## config.mk

```make
export PLATFORM = sky130hd
export DESIGN_NAME = fdiv_sched
export DESIGN_NICKNAME = d
export VERILOG_FILES = /design/src/rtl/fdiv_sched.sv
export SDC_FILE = /design/constraint.sdc
export NUM_CORES = 1
export LEC_CHECK = 0
export ABC_AREA = 1
export CORE_MARGIN = 2
export CORE_UTILIZATION = 39
export DETAILED_ROUTE_END_ITERATION = 8
export HOLD_SLACK_MARGIN = 0.05
export SLEW_MARGIN = 20
export SYNTH_ARGS = -nofsm -noshare
export SYNTH_HDL_FRONTEND = slang
export SYNTH_SLANG_ARGS = --single-unit
```

## constraint.sdc

```tcl
create_clock -name clk -period 4.3 [get_ports clk]
set_input_delay 0.86 -clock clk [delete_from_list [all_inputs] [get_ports clk]]
set_output_delay 0.86 -clock clk [all_outputs]
set_load 0.005 [all_outputs]
```

## src/rtl/fdiv_sched.sv

```systemverilog
// Programmable divide-by-N tick scheduler: emits cfg_cnt ticks spaced cfg_div cycles apart, then done.
// Optional mid-burst reload shadow register is enabled by defining FDIV_SCHED_RELOAD_EN.
module fdiv_sched #(
  parameter int W  = 8,
  parameter int CW = 8
) (
  input  logic          clk,
  input  logic          rst_b,
  input  logic          cfg_valid,
  output logic          cfg_ready,
  input  logic [W-1:0]  cfg_div,
  input  logic [CW-1:0] cfg_cnt,
  input  logic          stop,
  output logic          tick,
  output logic          done,
  output logic          busy,
  output logic [CW-1:0] ticks_left
);

  typedef enum logic [1:0] {
    IDLE = 2'd0,
    RUN  = 2'd1,
    DONE = 2'd2
  } state_t;

  localparam logic [W-1:0]  DIV_ONE = {{(W-1){1'b0}}, 1'b1};
  localparam logic [CW-1:0] CNT_ONE = {{(CW-1){1'b0}}, 1'b1};

  state_t        state_reg, state_next;
  logic [W-1:0]  phase_reg, phase_next;
  logic [W-1:0]  div_reg, div_next;
  logic [CW-1:0] ticks_left_reg, ticks_left_next;
  logic          tick_reg, tick_next;
  logic          done_reg, done_next;
  logic [W-1:0]  div_eff;
  logic          accept;

`ifdef FDIV_SCHED_RELOAD_EN
  logic          shadow_valid_reg, shadow_valid_next;
  logic [W-1:0]  shadow_div_reg, shadow_div_next;
  logic [CW-1:0] shadow_cnt_reg, shadow_cnt_next;

  assign cfg_ready = (state_reg == IDLE) || ((state_reg == RUN) && !shadow_valid_reg);
`else
  assign cfg_ready = (state_reg == IDLE);
`endif

  // A zero divisor behaves as divide-by-one.
  assign div_eff    = (cfg_div == '0) ? DIV_ONE : cfg_div;
  assign accept     = cfg_valid && cfg_ready;
  assign busy       = (state_reg != IDLE);
  assign tick       = tick_reg;
  assign done       = done_reg;
  assign ticks_left = ticks_left_reg;

  always_comb begin
    state_next      = state_reg;
    phase_next      = phase_reg;
    div_next        = div_reg;
    ticks_left_next = ticks_left_reg;
    tick_next       = 1'b0;
    done_next       = 1'b0;
`ifdef FDIV_SCHED_RELOAD_EN
    shadow_valid_next = shadow_valid_reg;
    shadow_div_next   = shadow_div_reg;
    shadow_cnt_next   = shadow_cnt_reg;
`endif

    case (state_reg)
      IDLE: begin
        if (accept) begin
          phase_next      = div_eff - DIV_ONE;
          div_next        = div_eff;
          ticks_left_next = cfg_cnt;
          state_next      = RUN;
        end
      end

      RUN: begin
        if (stop) begin
          // Abort wins over any tick or terminal tick on the same edge.
          state_next      = IDLE;
          phase_next      = '0;
          ticks_left_next = '0;
`ifdef FDIV_SCHED_RELOAD_EN
          shadow_valid_next = 1'b0;
`endif
        end else begin
          if (phase_reg == '0) begin
            tick_next = 1'b1;
`ifdef FDIV_SCHED_RELOAD_EN
            if (shadow_valid_reg) begin
              phase_next        = shadow_div_reg - DIV_ONE;
              div_next          = shadow_div_reg;
              ticks_left_next   = shadow_cnt_reg;
              shadow_valid_next = 1'b0;
            end else begin
              phase_next = div_reg - DIV_ONE;
              if (ticks_left_reg != '0) ticks_left_next = ticks_left_reg - CNT_ONE;
              if (ticks_left_reg == CNT_ONE) begin
                state_next = DONE;
                done_next  = 1'b1;
              end
            end
`else
            phase_next = div_reg - DIV_ONE;
            if (ticks_left_reg != '0) ticks_left_next = ticks_left_reg - CNT_ONE;
            if (ticks_left_reg == CNT_ONE) begin
              state_next = DONE;
              done_next  = 1'b1;
            end
`endif
          end else begin
            phase_next = phase_reg - DIV_ONE;
          end
`ifdef FDIV_SCHED_RELOAD_EN
          // Accept only happens with an empty shadow, so it never collides with an apply above.
          if (accept) begin
            shadow_valid_next = 1'b1;
            shadow_div_next   = div_eff;
            shadow_cnt_next   = cfg_cnt;
          end
`endif
        end
      end

      DONE: begin
        state_next = IDLE;
      end

      default: begin
        state_next = IDLE;
      end
    endcase
  end

  always_ff @(posedge clk) begin
    if (!rst_b) begin
      state_reg      <= IDLE;
      phase_reg      <= '0;
      div_reg        <= DIV_ONE;
      ticks_left_reg <= '0;
      tick_reg       <= 1'b0;
      done_reg       <= 1'b0;
`ifdef FDIV_SCHED_RELOAD_EN
      shadow_valid_reg <= 1'b0;
      shadow_div_reg   <= DIV_ONE;
      shadow_cnt_reg   <= '0;
`endif
    end else begin
      state_reg      <= state_next;
      phase_reg      <= phase_next;
      div_reg        <= div_next;
      ticks_left_reg <= ticks_left_next;
      tick_reg       <= tick_next;
      done_reg       <= done_next;
`ifdef FDIV_SCHED_RELOAD_EN
      shadow_valid_reg <= shadow_valid_next;
      shadow_div_reg   <= shadow_div_next;
      shadow_cnt_reg   <= shadow_cnt_next;
`endif
    end
  end

endmodule

```

==> impl_metrics.env, run 1 <==
export IMPL_mappedNetlistNets=291
export IMPL_dr_wl_met2_um=2260
export IMPL_tns_ns=0
export IMPL_grt_pass1_vias=1668
export IMPL_finalSetupViolCount=0
export IMPL_max_clock_freq_ghz=0.375
export IMPL_worstSetupStartpointType="primary input"
export IMPL_hold_viol_final=0
export IMPL_wl_met3_um=204
export IMPL_period_minus_slack_ns=2.66
export IMPL_dieHeight_um=71.2
export IMPL_wl_per_cell_um=13.2
export IMPL_synthAdderAreaFrac=0.0284
export IMPL_synth_avg_cell_area_um2=6.60
export IMPL_syn_area_mm2=0.00176
export IMPL_drc=0
export IMPL_cellPowerDensity_mw_per_mm2=355
export IMPL_wl_um=4560
export IMPL_comb_power_share=0.328
export IMPL_grt_usage=0.186
export IMPL_power_w=0.000767
export IMPL_path_class="primary input to flop"
export IMPL_vias=1783
export IMPL_io_pins=32
export IMPL_grt_max_degree=22
export IMPL_max_stage_delay_ns=0.57
export IMPL_drive_above_1_share=0.102
export IMPL_synth_edf_count=0
export IMPL_finClkSkew_ns=0.00222
export IMPL_route_top_layer_used="met4"
export IMPL_synth_compound_area_share=0.221
export IMPL_yosys_cell_types_count=33
export IMPL_cts_buffer_depth=2
export IMPL_wl_met1_um=2060
export IMPL_dieArea_mm2=0.00507
export IMPL_crit_top_cell="nand2_2"
export IMPL_clk_latency_ns=0.28
export IMPL_synth_xor_area_share=0.00994
export IMPL_p_leak_nw=0.939
export IMPL_crit_chain="clkdlybuf4s50_1 -> nand2_2 -> nand2_2 -> inv_2 -> nor3_2 -> inv_1 -> o21ai_0 -> a21oi_1"
export IMPL_synth_seq_cells=28
export IMPL_fin_crit_sh=0.620
export IMPL_p_switching_w=0.000261
export IMPL_globalplace_congestion=0.795
export IMPL_cts_buffers=3
export IMPL_stdcell_area_mm2=0.00216
export IMPL_yosysWarningCount=0
export IMPL_slew_viol_final=0
export IMPL_cts_setup_buffers=0
export IMPL_drt_pass1_iter_count=4
export IMPL_crit_slowest_cell="nor3_2"
export IMPL_drt_iter0_drc=85
export IMPL_synth_top_area_frac=0.318
export IMPL_worstMarginPinSlew_ns=0.704
export IMPL_cts_tree="done"
export IMPL_ys_flop_type="dfxtp_1"
export IMPL_synth_top_family_by_area="simple AND/OR/NAND/NOR gates"
export IMPL_antenna_found_initial=0
export IMPL_cp_required_ns=4.47
export IMPL_nNetsFinal=319
export IMPL_cp_max_fo=14
export IMPL_port_buffers=31
export IMPL_num_antenna_cells=0
export IMPL_synthMuxAreaShare=0
export IMPL_rsz0062_at_grt="false"
export IMPL_post_dp_hpwl_um=3460
export IMPL_grt_pass1_wl_um=7620
export IMPL_pre_cts_ws_ns=1.33
export IMPL_initial_utilization=0.405
export IMPL_worst_slack_ns=1.64
export IMPL_slew_headroom=0.529
export IMPL_synthSimpleGateAreaFrac=0.308
export IMPL_core_area_mm2=0.00435
export IMPL_drtAntennaViolNets=0
export IMPL_viasPerCell=5.15
export IMPL_syn_instance_count=267
export IMPL_cap_violations=0
export IMPL_holdBufCountCts=0
export IMPL_ys_seq_area_frac=0.318
export IMPL_timing_hold_ws_ns=0.477
export IMPL_ctsHtreeMaxLevel=1
export IMPL_cts_sinks=28
export IMPL_ff2ff_setup_slack_ns=2.14
export IMPL_worstPathArrival_ns=2.84
export IMPL_ctsResizeCount=0
export IMPL_syn_to_final_growth_pct=22.7
export IMPL_rows=24
export IMPL_cp_end_kind="flop"
export IMPL_p_sw_frac=0.340
export IMPL_pwr_share_seq=0.397
export IMPL_cts_root_buf="clkbuf_8"
export IMPL_die_width_um=71.2
export IMPL_grt_ovfl_total=0
export IMPL_clkPwrFrac=0.276
export IMPL_synthArstFlopShare=0
export IMPL_ir_worst_vdd_v=0.000159
export IMPL_hold_class="flop to flop"
export IMPL_status="complete, no violations"
export IMPL_cts_clk_slew_worst_paths_ns=0.10
export IMPL_p_int_w=0.000506
export IMPL_synthTopCellsByArea="dfxtp_1 (32%), nand2_1 (11%), o21ai_0 (9.7%), inv_1 (8.1%), a21oi_1 (5.7%)"
export IMPL_placed_cell_area_mm2=0.00209
export IMPL_synth_top_cell_by_area="dfxtp_1"
-- synth_stat cells, types with 5 or more instances --
cell type and count:
dfxtp_1 28, nand2_1 51, nand2_2 9, nor2_2 5, o21ai_1 5, nor2_1 19
nand3_1 13, a21oi_1 20, inv_1 38, o21ai_0 34, a31oi_1 5
-- critical path, delay by kind of cell --
family                 cells  cell delay [ns]
and+or+nand+nor            3             0.97
buffers and inverters      3             0.76
AOI/OAI and AO/OA          2             0.25
-- final timing paths --
check                       startpoint                    endpoint  depth (start not counted)
max                          cfg_valid  ticks_left[1]$_SDFFE_PN0P_                          8
min            div_reg[5]$_SDFFE_PN0P_     div_reg[5]$_SDFFE_PN0P_                          2
max reg2reg  state_reg[1]$_SDFFE_PN0P_  ticks_left[1]$_SDFFE_PN0P_                          8
min reg2reg    div_reg[5]$_SDFFE_PN0P_     div_reg[5]$_SDFFE_PN0P_                          2
-- cells by family after synthesis --
group / after synthesis
xor+xnor: 2
compound gates: 72
flops: 28
fa+ha+maj: 4
buf+inv: 49
simple gates: 112
-- metal layers --
| layer | vias to the layer above | track usage |
|---|---|---|
| li1 | 925 | - |
| met1 | 806 | 0.240 |
| met2 | 48 | 0.330 |
| met3 | 4 | 0.0127 |
| met4 | 0 | 0.0608 |
| met5 | - | 0 |
-- layout make-up --
cell class                      count  area (um2)
Fill cell                         432        2190
Multi-Input combinational cell    190         998
Sequential cell                    28         561
Timing Repair Buffer               31         310
Inverter                           41         156
Tap cell                           52        65.1
Clock buffer                        3        41.3
Clock inverter                      1        30.0
-- power by group through the flow --
stage                     Sequential [W]  Combinational [W]  Clock, W
after global placement          0.000310           0.000248         0
after CTS                       0.000304           0.000252  0.000214
final                           0.000304           0.000252  0.000212
after floorplan                 0.000306           0.000177         0
after detailed placement        0.000310           0.000251         0
after global routing            0.000308           0.000285  0.000221
-- through the flow --
step / util / instances
2_1_floorplan: - / 267
3_3_place_gp: 0.480 / 342
3_5_place_dp: 0.480 / 342
4_1_cts: 0.497 / 346
5_1_grt: 0.497 / 346
6_report: 0.497 / 346
-- cell usage in the layout, fill, tap and decap left out, drive strengths merged --
cell type,Yosys,layout
nand2,60,60
inv,41,41
o21ai,39,39
clkdlybuf4s50,0,31
dfxtp,28,28
nor2,28,28
a21oi,23,23
nand3,13,13
nor3,6,6
a31oi,5,5
ha,4,4
clkbuf,4,3
nand4,2,2
nor4,2,2
o22ai,1,1
nand3b,1,1
xnor2,1,1
o31ai,1,1
a211oi,1,1
a21o,1,1
xor2,1,1
a22oi,1,1
bufinv,0,1
(Power assumes the default switching activity.)
==> run 2: changes to the inputs <==
==> constraint.sdc (replaced) <==
create_clock -name clk -period 2.2 [get_ports clk]
set_input_delay 0.44 -clock clk [delete_from_list [all_inputs] [get_ports clk]]
set_output_delay 0.44 -clock clk [all_outputs]
set_load 0.005 [all_outputs]
==> impl_metrics.env, run 2 (synthesized netlist as in run 1, its figures left out) <==
export IMPL_status="complete, no violations"
export IMPL_grt_max_degree=21
export IMPL_worstSetupStartpointType="flop"
export IMPL_grt_pass1_wl_um=7980
export IMPL_cellPowerDensity_mw_per_mm2=638
export IMPL_cts_buffer_depth=2
export IMPL_period_minus_slack_ns=1.93
export IMPL_cp_required_ns=2.41
export IMPL_cts_clk_slew_worst_paths_ns=0.10
export IMPL_worstPathArrival_ns=2.14
export IMPL_r2r_end="phase_reg[6]$_SDFFE_PN0P_"
export IMPL_fin_crit_sh=0.878
export IMPL_dp_cells=355
export IMPL_p_leak_nw=0.995
export IMPL_post_dp_hpwl_um=3550
export IMPL_cts_buffers=3
export IMPL_ff2ff_setup_slack_ns=0.27
export IMPL_core_area_mm2=0.00435
export IMPL_layout_cells_non_filler=359
export IMPL_drt_iter0_drc=72
export IMPL_cp_end_kind="flop"
export IMPL_final_common_cell="nand2_1"
export IMPL_vias=1793
export IMPL_grt_usage=0.195
export IMPL_initial_utilization=0.405
export IMPL_ctsHtreeMaxLevel=1
export IMPL_max_clock_freq_ghz=0.518
export IMPL_slew_viol_final=0
export IMPL_drive_above_1_share=0.140
export IMPL_dieArea_mm2=0.00507
export IMPL_viasPerCell=4.99
export IMPL_ir_worst_vdd_v=0.000263
export IMPL_slew_headroom=0.783
export IMPL_ctsResizeCount=0
export IMPL_timing_rr_start="phase_reg[3]$_SDFFE_PN0P_"
export IMPL_syn_to_final_growth_pct=27.3
export IMPL_cp_max_fo=12
export IMPL_port_buffers=31
export IMPL_rows=24
export IMPL_reg2regPathDepth=11
export IMPL_wl_per_cell_um=12.9
export IMPL_io_pins=32
export IMPL_finClkSkew_ns=0.00556
export IMPL_cap_violations=0
export IMPL_dieHeight_um=71.2
export IMPL_crit_start="phase_reg[3]$_SDFFE_PN0P_"
export IMPL_holdBufCountCts=0
export IMPL_drt_pass1_iter_count=4
export IMPL_hold_viol_final=0
export IMPL_nNetsFinal=332
export IMPL_wl_um=4640
export IMPL_cts_sinks=28
export IMPL_grt_ovfl_total=0
export IMPL_mostFrequentLayoutCells="nand2_1 (51), inv_1 (38), o21ai_0 (34)"
export IMPL_cp_endpoint="phase_reg[6]$_SDFFE_PN0P_"
export IMPL_hold_class="flop to flop"
export IMPL_finalSetupViolCount=0
export IMPL_cts_root_buf="clkbuf_8"
export IMPL_path_class="flop to flop"
export IMPL_clk_latency_ns=0.28
export IMPL_cts_setup_buffers=0
export IMPL_tns_ns=0
export IMPL_cts_tree="done"
export IMPL_worstMarginPinSlew_ns=0.325
export IMPL_antenna_found_initial=0
export IMPL_drc=0
export IMPL_drtAntennaViolNets=0
export IMPL_grt_pass1_vias=1764
export IMPL_rsz0062_at_grt="false"
export IMPL_globalplace_congestion=0.817
export IMPL_num_antenna_cells=0
export IMPL_die_width_um=71.2
-- run 2: changes by cell type in the layout (fill, tap and decap cells not counted), sizes merged --
cell    before  now
bufinv       1    0
clkbuf       3    4
buf          0   13
-- run 2: per-layer routing --
metal  vias to the layer above  GRT usage  share of wire
li1                        952          -              -
met3                         8     0.0225          0.034
met4                         0     0.0776          0.018
met1                       790      0.249           0.46
met2                        43      0.334           0.49
met5                         -          0              0
-- run 2: critical path, stage by stage (launching register included) --
cell	delay (ns)
dfxtp_1	0.38
nor2_1	0.06
nand2_2	0.11
nor2_4	0.10
a21oi_1	0.25
ha_1	0.23
inv_1	0.04
nor2_1	0.21
nand2_1	0.11
o21ai_1	0.13
nand3_1	0.10
a21oi_1	0.13
-- run 2: power breakdown --
| group | switching (W) | internal, W |
|---|---|---|
| sequential | 0.0000398 | 0.000554 |
| combinational | 0.000300 | 0.000213 |
| clock | 0.000163 | 0.000160 |
-- run 2: worst min path at each step --
stage | to | slack [ns] | from | cells after the start
after floorplan | div_reg[5]$_SDFFE_PN0P_ | 0.43 | div_reg[5]$_SDFFE_PN0P_ | 2
after global placement | div_reg[6]$_SDFFE_PN0P_ | 0.46 | div_reg[6]$_SDFFE_PN0P_ | 2
after detailed placement | div_reg[5]$_SDFFE_PN0P_ | 0.47 | div_reg[5]$_SDFFE_PN0P_ | 2
after CTS | div_reg[5]$_SDFFE_PN0P_ | 0.48 | div_reg[5]$_SDFFE_PN0P_ | 2
after global routing | div_reg[6]$_SDFFE_PN0P_ | 0.51 | div_reg[6]$_SDFFE_PN0P_ | 2
final | div_reg[5]$_SDFFE_PN0P_ | 0.47 | div_reg[5]$_SDFFE_PN0P_ | 2
-- run 2: stage by stage --
| step | hold slack, ns | area, um2 | utilization | total power, W | setup WS [ns] |
|---|---|---|---|---|---|
| floorplan | 0.430 | 1760 | - | 0.000943 | 0.543 |
| global placement | 0.464 | 2190 | 0.503 | 0.00111 | 0.0412 |
| detailed placement | 0.465 | 2190 | 0.503 | 0.00112 | 0.0103 |
| CTS | 0.480 | 2240 | 0.515 | 0.00145 | 0.268 |
| global route | 0.505 | 2240 | 0.515 | 0.00154 | 0.0124 |
| finish | 0.471 | 2240 | 0.515 | 0.00143 | 0.268 |
-- run 2: area by class of cell --
type | count | area, um2
Timing Repair Buffer | 44 | 408
Sequential cell | 28 | 561
Fill cell | 439 | 2110
Multi-Input combinational cell | 190 | 998
Clock buffer | 4 | 55.1
Tap cell | 52 | 65.1
Inverter | 41 | 156
